--- config.mk ---
export PLATFORM = sky130hd
export DESIGN_NAME = alu_seq
export DESIGN_NICKNAME = d
export VERILOG_FILES = /design/src/rtl/alu_seq.sv
export SDC_FILE = /design/constraint.sdc
export NUM_CORES = 1
export LEC_CHECK = 0
export ABC_AREA = 1
export BUFFER_PORTS_ARGS = -buffer_cell sky130_fd_sc_hd__buf_2
export CAP_MARGIN = 25
export CORE_MARGIN = 1
export CORE_UTILIZATION = 24
export CTS_CLUSTER_SIZE = 28
export DETAILED_ROUTE_END_ITERATION = 16
export HOLD_SLACK_MARGIN = 0.02
export MAX_ROUTING_LAYER = met4
export PLACE_DENSITY = 0.52
export SYNTH_ARGS = -nofsm -noshare
export SYNTH_HDL_FRONTEND = slang
export SYNTH_SLANG_ARGS = --single-unit
--- constraint.sdc ---
create_clock -name clk -period 2.4 [get_ports clk]
set_input_delay 0.12 -clock clk [delete_from_list [all_inputs] [get_ports clk]]
set_output_delay 0.12 -clock clk [all_outputs]
set_load 0.01 [all_outputs]
--- src/rtl/alu_seq.sv ---
`default_nettype none
// ============================================================================
// Module      : alu_seq
// Description : Registered mos6502 ALU with N/V/Z/C flags and a done pulse.
//               Define ALU_DECIMAL_EN to add the BCD adjust (DADJ) state.
// Revision    : 1.0 - initial release
// ============================================================================
module alu_seq #(
  parameter int WIDTH = 8
) (
  input  logic             clk,
  input  logic             rst,
  input  logic             start,
  input  logic [3:0]       func,
  input  logic [WIDTH-1:0] a_in,
  input  logic [WIDTH-1:0] b_in,
  input  logic             c_in,
  input  logic             dec,
  output logic [WIDTH-1:0] out,
  output logic             c_out,
  output logic             v_out,
  output logic             z_out,
  output logic             n_out,
  output logic             busy,
  output logic             done
);

  localparam logic [3:0] F_INC = 4'd1, F_DEC = 4'd2, F_ADD = 4'd3, F_SUB = 4'd4,
                         F_AND = 4'd5, F_OR  = 4'd6, F_EOR = 4'd7, F_ASL = 4'd8,
                         F_LSR = 4'd9, F_ROL = 4'd10, F_ROR = 4'd11, F_CMP = 4'd12;

  typedef enum logic [0:0] {S_IDLE = 1'b0, S_DADJ = 1'b1} state_t;
  state_t r_state;

  logic [WIDTH-1:0] w_bop;
  logic             w_cin;
  logic [WIDTH:0]   w_add;
  logic             w_v;
  logic [WIDTH-1:0] w_res;
  logic [WIDTH-1:0] w_flag_src;
  logic             w_c;
  logic             w_vupd;

  // INC, DEC, ADD, SUB and CMP share one WIDTH+1 bit adder.
  always_comb begin
    w_bop = b_in;
    w_cin = c_in;
    case (func)
      F_INC:   begin w_bop = '0;    w_cin = 1'b1; end
      F_DEC:   begin w_bop = '1;    w_cin = 1'b0; end
      F_SUB:   w_bop = ~b_in;
      F_CMP:   begin w_bop = ~b_in; w_cin = 1'b1; end
      default: ;
    endcase
  end

  assign w_add = {1'b0, a_in} + {1'b0, w_bop} + {{WIDTH{1'b0}}, w_cin};
  assign w_v   = (a_in[WIDTH-1] == w_bop[WIDTH-1]) && (w_add[WIDTH-1] != a_in[WIDTH-1]);

  always_comb begin
    w_res      = a_in;
    w_c        = c_in;
    w_vupd     = 1'b0;
    w_flag_src = '0;
    case (func)
      F_INC, F_DEC: w_res = w_add[WIDTH-1:0];
      F_ADD, F_SUB: begin
        w_res  = w_add[WIDTH-1:0];
        w_c    = w_add[WIDTH];
        w_vupd = 1'b1;
      end
      F_AND: w_res = a_in & b_in;
      F_OR:  w_res = a_in | b_in;
      F_EOR: w_res = a_in ^ b_in;
      F_ASL: begin w_res = {a_in[WIDTH-2:0], 1'b0}; w_c = a_in[WIDTH-1]; end
      F_LSR: begin w_res = {1'b0, a_in[WIDTH-1:1]}; w_c = a_in[0];       end
      F_ROL: begin w_res = {a_in[WIDTH-2:0], c_in}; w_c = a_in[WIDTH-1]; end
      F_ROR: begin w_res = {c_in, a_in[WIDTH-1:1]}; w_c = a_in[0];       end
      F_CMP: w_c = w_add[WIDTH];
      default: ;
    endcase
    w_flag_src = (func == F_CMP) ? w_add[WIDTH-1:0] : w_res;
  end

`ifdef ALU_DECIMAL_EN
  localparam int NNIB = WIDTH / 4;

  logic             w_dec_op;
  logic [4:0]       w_nsum [NNIB];
  logic [NNIB:0]    w_nc;
  logic [WIDTH-1:0] w_int;
  logic [WIDTH-1:0] r_int;
  logic [NNIB-1:0]  r_ncy;
  logic             r_sub;
  logic             r_v;
  logic [WIDTH-1:0] w_dres;
  logic             w_dc;
  logic             w_dcy;
  logic             w_fix;
  logic [4:0]       w_t;
  logic [4:0]       w_u;

  assign w_dec_op = dec && ((func == F_ADD) || (func == F_SUB));
  assign w_nc[0]  = w_cin;

  // Nibble-wise ripple of the same sum, exposing each nibble's carry out.
  for (genvar g = 0; g < NNIB; g++) begin : g_nib
    assign w_nsum[g] = {1'b0, a_in[4*g +: 4]} + {1'b0, w_bop[4*g +: 4]} + {4'd0, w_nc[g]};
    assign w_nc[g+1] = w_nsum[g][4];
    assign w_int[4*g +: 4] = w_nsum[g][3:0];
  end

  // Add correction ripples its own carry upward; subtract borrows are already
  // propagated by the binary pass, so each borrowing nibble just loses 6.
  always_comb begin
    w_dres = r_int;
    w_dcy  = 1'b0;
    w_fix  = 1'b0;
    w_t    = '0;
    w_u    = '0;
    for (int i = 0; i < NNIB; i++) begin
      if (r_sub) begin
        w_t   = {1'b0, r_int[4*i +: 4]};
        w_fix = ~r_ncy[i];
        w_u   = w_t + (w_fix ? 5'd10 : 5'd0);
      end else begin
        w_t   = {1'b0, r_int[4*i +: 4]} + {4'd0, w_dcy};
        w_fix = (w_t > 5'd9) || r_ncy[i];
        w_u   = w_t + (w_fix ? 5'd6 : 5'd0);
        w_dcy = w_u[4] | w_t[4];
      end
      w_dres[4*i +: 4] = w_u[3:0];
    end
    w_dc = r_sub ? r_ncy[NNIB-1] : (w_dcy | r_ncy[NNIB-1]);
  end
`else
  logic w_unused_dec;
  assign w_unused_dec = dec;
  assign busy = 1'b0;
`endif

  always_ff @(posedge clk) begin
    if (rst) begin
      r_state <= S_IDLE;
      out     <= '0;
      c_out   <= 1'b0;
      v_out   <= 1'b0;
      z_out   <= 1'b0;
      n_out   <= 1'b0;
      done    <= 1'b0;
`ifdef ALU_DECIMAL_EN
      busy    <= 1'b0;
      r_int   <= '0;
      r_ncy   <= '0;
      r_sub   <= 1'b0;
      r_v     <= 1'b0;
`endif
    end else begin
      done <= 1'b0;
      case (r_state)
        S_IDLE: begin
          if (start) begin
`ifdef ALU_DECIMAL_EN
            if (w_dec_op) begin
              r_int   <= w_int;
              r_ncy   <= w_nc[NNIB:1];
              r_sub   <= (func == F_SUB);
              r_v     <= w_v;
              busy    <= 1'b1;
              r_state <= S_DADJ;
            end else
`endif
            begin
              out   <= w_res;
              c_out <= w_c;
              if (w_vupd) v_out <= w_v;
              z_out <= (w_flag_src == '0);
              n_out <= w_flag_src[WIDTH-1];
              done  <= 1'b1;
            end
          end
        end
`ifdef ALU_DECIMAL_EN
        S_DADJ: begin
          out     <= w_dres;
          c_out   <= w_dc;
          v_out   <= r_v;
          z_out   <= (w_dres == '0);
          n_out   <= w_dres[WIDTH-1];
          done    <= 1'b1;
          busy    <= 1'b0;
          r_state <= S_IDLE;
        end
`endif
        default: r_state <= S_IDLE;
      endcase
    end
  end

endmodule
`default_nettype wire

==> impl_results.html <==
<table>
<tr><th>Metric</th><th>Value</th></tr>
<tr><th colspan="2">Clock tree</th></tr>
<tr><td>Root Buffer</td><td>clkbuf_8</td></tr>
<tr><td>Clock latency on the worst-skew pair</td><td>between 0.2 and 0.25 ns</td></tr>
<tr><td>Clock buffer count from CTS</td><td>3</td></tr>
<tr><td>Clock transition at the registers of the reported paths</td><td>0.05 ns</td></tr>
<tr><td>Max clock buf depth</td><td>2</td></tr>
<tr><td>H-tree level count</td><td>1</td></tr>
<tr><td>CTS Hold Buffers Added</td><td>0</td></tr>
<tr><td>Clock tree from TritonCTS</td><td>built</td></tr>
<tr><td>Clock net sink count</td><td>13</td></tr>
<tr><th colspan="2">Final layout</th></tr>
<tr><td>Final Instance Count excl. Fillers</td><td>around 520</td></tr>
<tr><td>Number of fill cells</td><td>roughly 850</td></tr>
<tr><td>Design Area, Final</td><td>2720 um2</td></tr>
<tr><td>Total area of multi-input combinational cells</td><td>1500 um2</td></tr>
<tr><td>Number of diodes added for antenna fixing</td><td>0</td></tr>
<tr><td>Signed area change from the synthesized netlist to the final layout</td><td>45.4%</td></tr>
<tr><td>Layout net count</td><td>474</td></tr>
<tr><td>Flip-flop and latch area</td><td>260 um2</td></tr>
<tr><td>Fraction of final layout cells with drive strength greater than 1</td><td>between 20% and 30%</td></tr>
<tr><th colspan="2">Worst hold path</th></tr>
<tr><td>Worst Hold End</td><td>z_out</td></tr>
<tr><td>Startpoint of the most critical hold path</td><td>rst</td></tr>
<tr><td>Hold depth</td><td>2</td></tr>
<tr><td>Worst hold-check path type</td><td>primary input to register</td></tr>
<tr><th colspan="2">Logic synthesis</th></tr>
<tr><td>Share of synthesized flip-flops with an asynchronous set or reset</td><td>0%</td></tr>
<tr><td>Most used flip-flop cell after synthesis</td><td>dfxtp_1</td></tr>
<tr><td>Cells taking the most area after synthesis</td><td>nand2_1 (22%), ha_1 (15%), dfxtp_1 (14%)</td></tr>
<tr><td>Sequential area share after synthesis</td><td>13.9%</td></tr>
<tr><td>Synthesis Warnings</td><td>0</td></tr>
<tr><td>#FFs+latches synth</td><td>13</td></tr>
<tr><td>Syn Area/Cell</td><td>5.53 um2</td></tr>
<tr><td>Number of enable flip-flop cells after synthesis</td><td>0</td></tr>
<tr><td>Synthesized net count</td><td>a little under 400</td></tr>
<tr><td>Count of cell types in the netlist</td><td>23</td></tr>
<tr><td>Synthesized netlist cell count</td><td>roughly 340</td></tr>
<tr><td>Top cell type's share of synthesized area</td><td>between 20% and 30%</td></tr>
<tr><td>Most frequent cells after synthesis</td><td>nand2_1 (110), inv_1 (53), nor2_1 (37), o21ai_0 (29), nand3_1 (27)</td></tr>
<tr><td>Most frequently used cell type in the post-synthesis netlist</td><td>nand2_1</td></tr>
<tr><td>Biggest area consumer among synthesized cells</td><td>nand2_1</td></tr>
<tr><td>Syn Std Cell Area</td><td>about 1900 um2</td></tr>
<tr><th colspan="2">Status</th></tr>
<tr><td>Status</td><td>completed</td></tr>
<tr><th colspan="2">Global route</th></tr>
<tr><td>Number of global-route vias before repair</td><td>2206</td></tr>
<tr><td>Maximum number of pins on one net before global-route repair</td><td>20</td></tr>
<tr><td>Global routing usage summed across all routing layers</td><td>15.9%</td></tr>
<tr><td>Overall overflow remaining after global route</td><td>0</td></tr>
<tr><td>Global-route wire length before repair</td><td>10300 um</td></tr>
<tr><td>Antenna violations before repair</td><td>0</td></tr>
<tr><th colspan="2">Timing</th></tr>
<tr><td>Max-slew violation total from the final report</td><td>0</td></tr>
<tr><td>Min Clock Period, post-route</td><td>2.36 ns</td></tr>
<tr><td>Normalized max-slew margin</td><td>63.2%</td></tr>
<tr><td>Final worst clock skew</td><td>0 ns</td></tr>
<tr><td>RSZ-0062 raised after global routing</td><td>true</td></tr>
<tr><td>Setup ws final</td><td>0.0372 ns</td></tr>
<tr><td>Slew @ Worst Pin</td><td>0.549 ns</td></tr>
<tr><td>Achievable clock frequency</td><td>0.423 GHz</td></tr>
<tr><td>Setup tns final</td><td>0 ns</td></tr>
<tr><td>Share of the cycle needed by the critical path after routing</td><td>98.4%</td></tr>
<tr><td>Hold Vio Cnt, Final</td><td>0</td></tr>
<tr><td>Number of failing setup endpoints in the final timing report</td><td>0</td></tr>
<tr><th colspan="2">Worst setup path</th></tr>
<tr><td>Reg2reg path depth</td><td>2</td></tr>
<tr><td>Max stage delay on crit path</td><td>between 0.4 and 0.5 ns</td></tr>
<tr><td>Buffers plus inverters on the worst setup path</td><td>2</td></tr>
<tr><td>Classification of the worst setup path</td><td>primary input to register</td></tr>
<tr><td>Launch point of the worst reg-to-reg path</td><td>out[5]</td></tr>
<tr><td>Cell with the largest stage delay on the worst path</td><td>fa_2</td></tr>
<tr><td>Critical path cell sequence</td><td>buf_8 -&gt; inv_4 -&gt; nand2_4 -&gt; nor2_4 -&gt; a21oi_4 -&gt; o21ai_1 -&gt; o21ai_1 -&gt; fa_2 -&gt; fa_2 -&gt; nand3_2 -&gt; nand3_2 -&gt; nand3_2 -&gt; nand3_2 -&gt; nor2_2 -&gt; nand3_1 -&gt; nor2_2 -&gt; nand3_1 -&gt; nand2_1 -&gt; nand2_1 -&gt; a21oi_2</td></tr>
<tr><td>Largest driver fanout on the critical path</td><td>5</td></tr>
<tr><td>Critical Path Start Type</td><td>primary input</td></tr>
<tr><td>Crit. End Element</td><td>register</td></tr>
<tr><td>Cell repeated most along the worst path</td><td>nand3_2</td></tr>
<tr><td>Capture point of the worst reg-to-reg path</td><td>out[5]</td></tr>
<tr><td>CP Data Required Time</td><td>2.58 ns</td></tr>
<tr><td>Arrival time worst endpoint</td><td>2.54 ns</td></tr>
<tr><td>Slack of the worst reg-to-reg path</td><td>1.75 ns</td></tr>
<tr><td>Crit-path leading delay family</td><td>simple AND/OR/NAND/NOR gates</td></tr>
<tr><th colspan="2">Die</th></tr>
<tr><td>Die Area</td><td>8150 um2</td></tr>
<tr><td>Core area</td><td>7410 um2</td></tr>
<tr><td># IOs</td><td>39</td></tr>
<tr><td>Die Span Y</td><td>about 90 um</td></tr>
<tr><td>Row count</td><td>31</td></tr>
<tr><td>Die Width</td><td>between 90 and 100 um</td></tr>
<tr><td>Starting density of the core</td><td>25.2%</td></tr>
<tr><th colspan="2">Placed design</th></tr>
<tr><td>Worst-case setup slack after placement</td><td>-0.352 ns</td></tr>
<tr><td>Gpl congestion</td><td>0.873</td></tr>
<tr><td>Count of buffers from port buffering</td><td>36</td></tr>
<tr><td>Instance area after placement</td><td>2540 um2</td></tr>
<tr><td>Half-perimeter wire length after placement</td><td>5300 um</td></tr>
<tr><td>Post-placement cell count</td><td>approximately 500</td></tr>
<tr><th colspan="2">Power</th></tr>
<tr><td>Max VDD drop</td><td>0.188 mV</td></tr>
<tr><td>Internal power</td><td>between 600 and 700 uW</td></tr>
<tr><td>Pwr/cell area</td><td>375 nW/um2</td></tr>
<tr><td>Switching part of the total</td><td>39.2%</td></tr>
<tr><td>Leakage Power</td><td>1.52 nW</td></tr>
<tr><td>Switching power summed over all nets</td><td>400 uW</td></tr>
<tr><td>Power share of the clock group</td><td>18.4%</td></tr>
<tr><td>Final Power</td><td>1.02 mW</td></tr>
<tr><td>Fraction of power consumed by combinational cells</td><td>58.1%</td></tr>
<tr><td>Flop pwr share</td><td>23.5%</td></tr>
<tr><th colspan="2">Job</th></tr>
<tr><td>Number of max-cap violations</td><td>0</td></tr>
<tr><th colspan="2">Drt</th></tr>
<tr><td>Antenna Violating Nets Remaining</td><td>0</td></tr>
<tr><td>Detailed-router iteration count before antenna repair</td><td>4</td></tr>
<tr><td>Via/cell ratio</td><td>4.53</td></tr>
<tr><td>Violation count after the first detailed-route iteration</td><td>105</td></tr>
<tr><td>Wirelength, routed</td><td>6440 um</td></tr>
<tr><td>Vias post-DR</td><td>approximately 2400</td></tr>
<tr><td>Mean routed wirelength per cell</td><td>around 12 um</td></tr>
<tr><td>Drt drc</td><td>0</td></tr>
</table>
==> per-layer routing <==
metal  global-route usage (%)  part of all wire [%]  up-vias
met4                     1.08                  0.14        0
li1                         -                     -     1243
met5                        -                     0        -
met3                     1.77                   4.0        2
met1                     20.3                    47     1071
met2                     28.2                    49       49
==> worst max path at each step <==
stage,from,endpoint,slack [ns],cells after the start
6_report,func[0],z_out,0.04,20
4_1_cts,func[1],z_out,0.03,20
3_5_place_dp,func[1],z_out,-0.35,20
5_1_grt,func[0],z_out,-0.12,20
2_1_floorplan,func[0],z_out,-0.04,20
3_3_place_gp,func[1],z_out,-0.29,22
==> logic make-up after synthesis <==
kind of cell | share of synthesized area (%)
AND/OR/NAND/NOR | 39.3
buffers and inverters | 12.6
AO/OA/AOI/OAI | 16.0
adder cells (fa/ha/maj) | 17.5
flip-flops | 13.9
XOR/XNOR | 0.468
other | 0.200
==> sequential cells by signal (all words and copies together), names as in the netlist <==
| register | flops |
|---|---|
| out | 8 |
| c_out | 1 |
| done | 1 |
| n_out | 1 |
| v_out | 1 |
| z_out | 1 |
==> power by group through the flow <==
stage                     sequential (mW)  clock, mW  combinational (mW)
after floorplan                     0.252          0               0.284
after global placement              0.244          0               0.534
after detailed placement            0.244          0               0.536
after CTS                           0.239      0.194               0.544
after global routing                0.241      0.206               0.661
final                               0.239      0.188               0.593
==> layout by cell type, fill, tap and decap left out, types with 7 or more instances in the layout <==
cell     netlist  routed
buf_2          0      33
nand2_1      110     100
inv_1         53      49
o21ai_0       29      25
nand2_2        2      10
ha_1          23      23
nand3_1       27      20
a21oi_1       22      20
dfxtp_1       13      13
nand3_2        0       7
buf_4          2      50
nor2_1        37      32
==> area by class of cell <==
cell class | count | share of cell area, %
tap | 99 | 4.55
inverter | 54 | 7.73
clock buffer | 4 | 1.66
multi-input combinational | 266 | 55.2
timing repair buffer | 86 | 21.3
sequential | 13 | 9.57
==> stage by stage <==
| step | utilization (%) | hold WS, ns |
|---|---|---|
| after floorplan | - | 0.189 |
| after global placement | 34.3 | 0.353 |
| after detailed placement | 34.3 | 0.350 |
| after CTS | 35.1 | 0.0990 |
| after global routing | 36.7 | 0.102 |
| final | 36.7 | 0.102 |
==> worst reg2reg max path, cell delays in order, from the launching register on <==
cell     delay, ns
dfxtp_1       0.30
o21ai_0       0.16
a21oi_1       0.06
==> repair_timing <==
action / 4_1_cts / 5_1_grt
endpoints found under the setup margin: 3 / 7
gates resized for setup: 4 / 32
setup buffers: 0 / 4
pin swaps: 1 / 16
No activity file was read; power rests on OpenSTA's default activity.
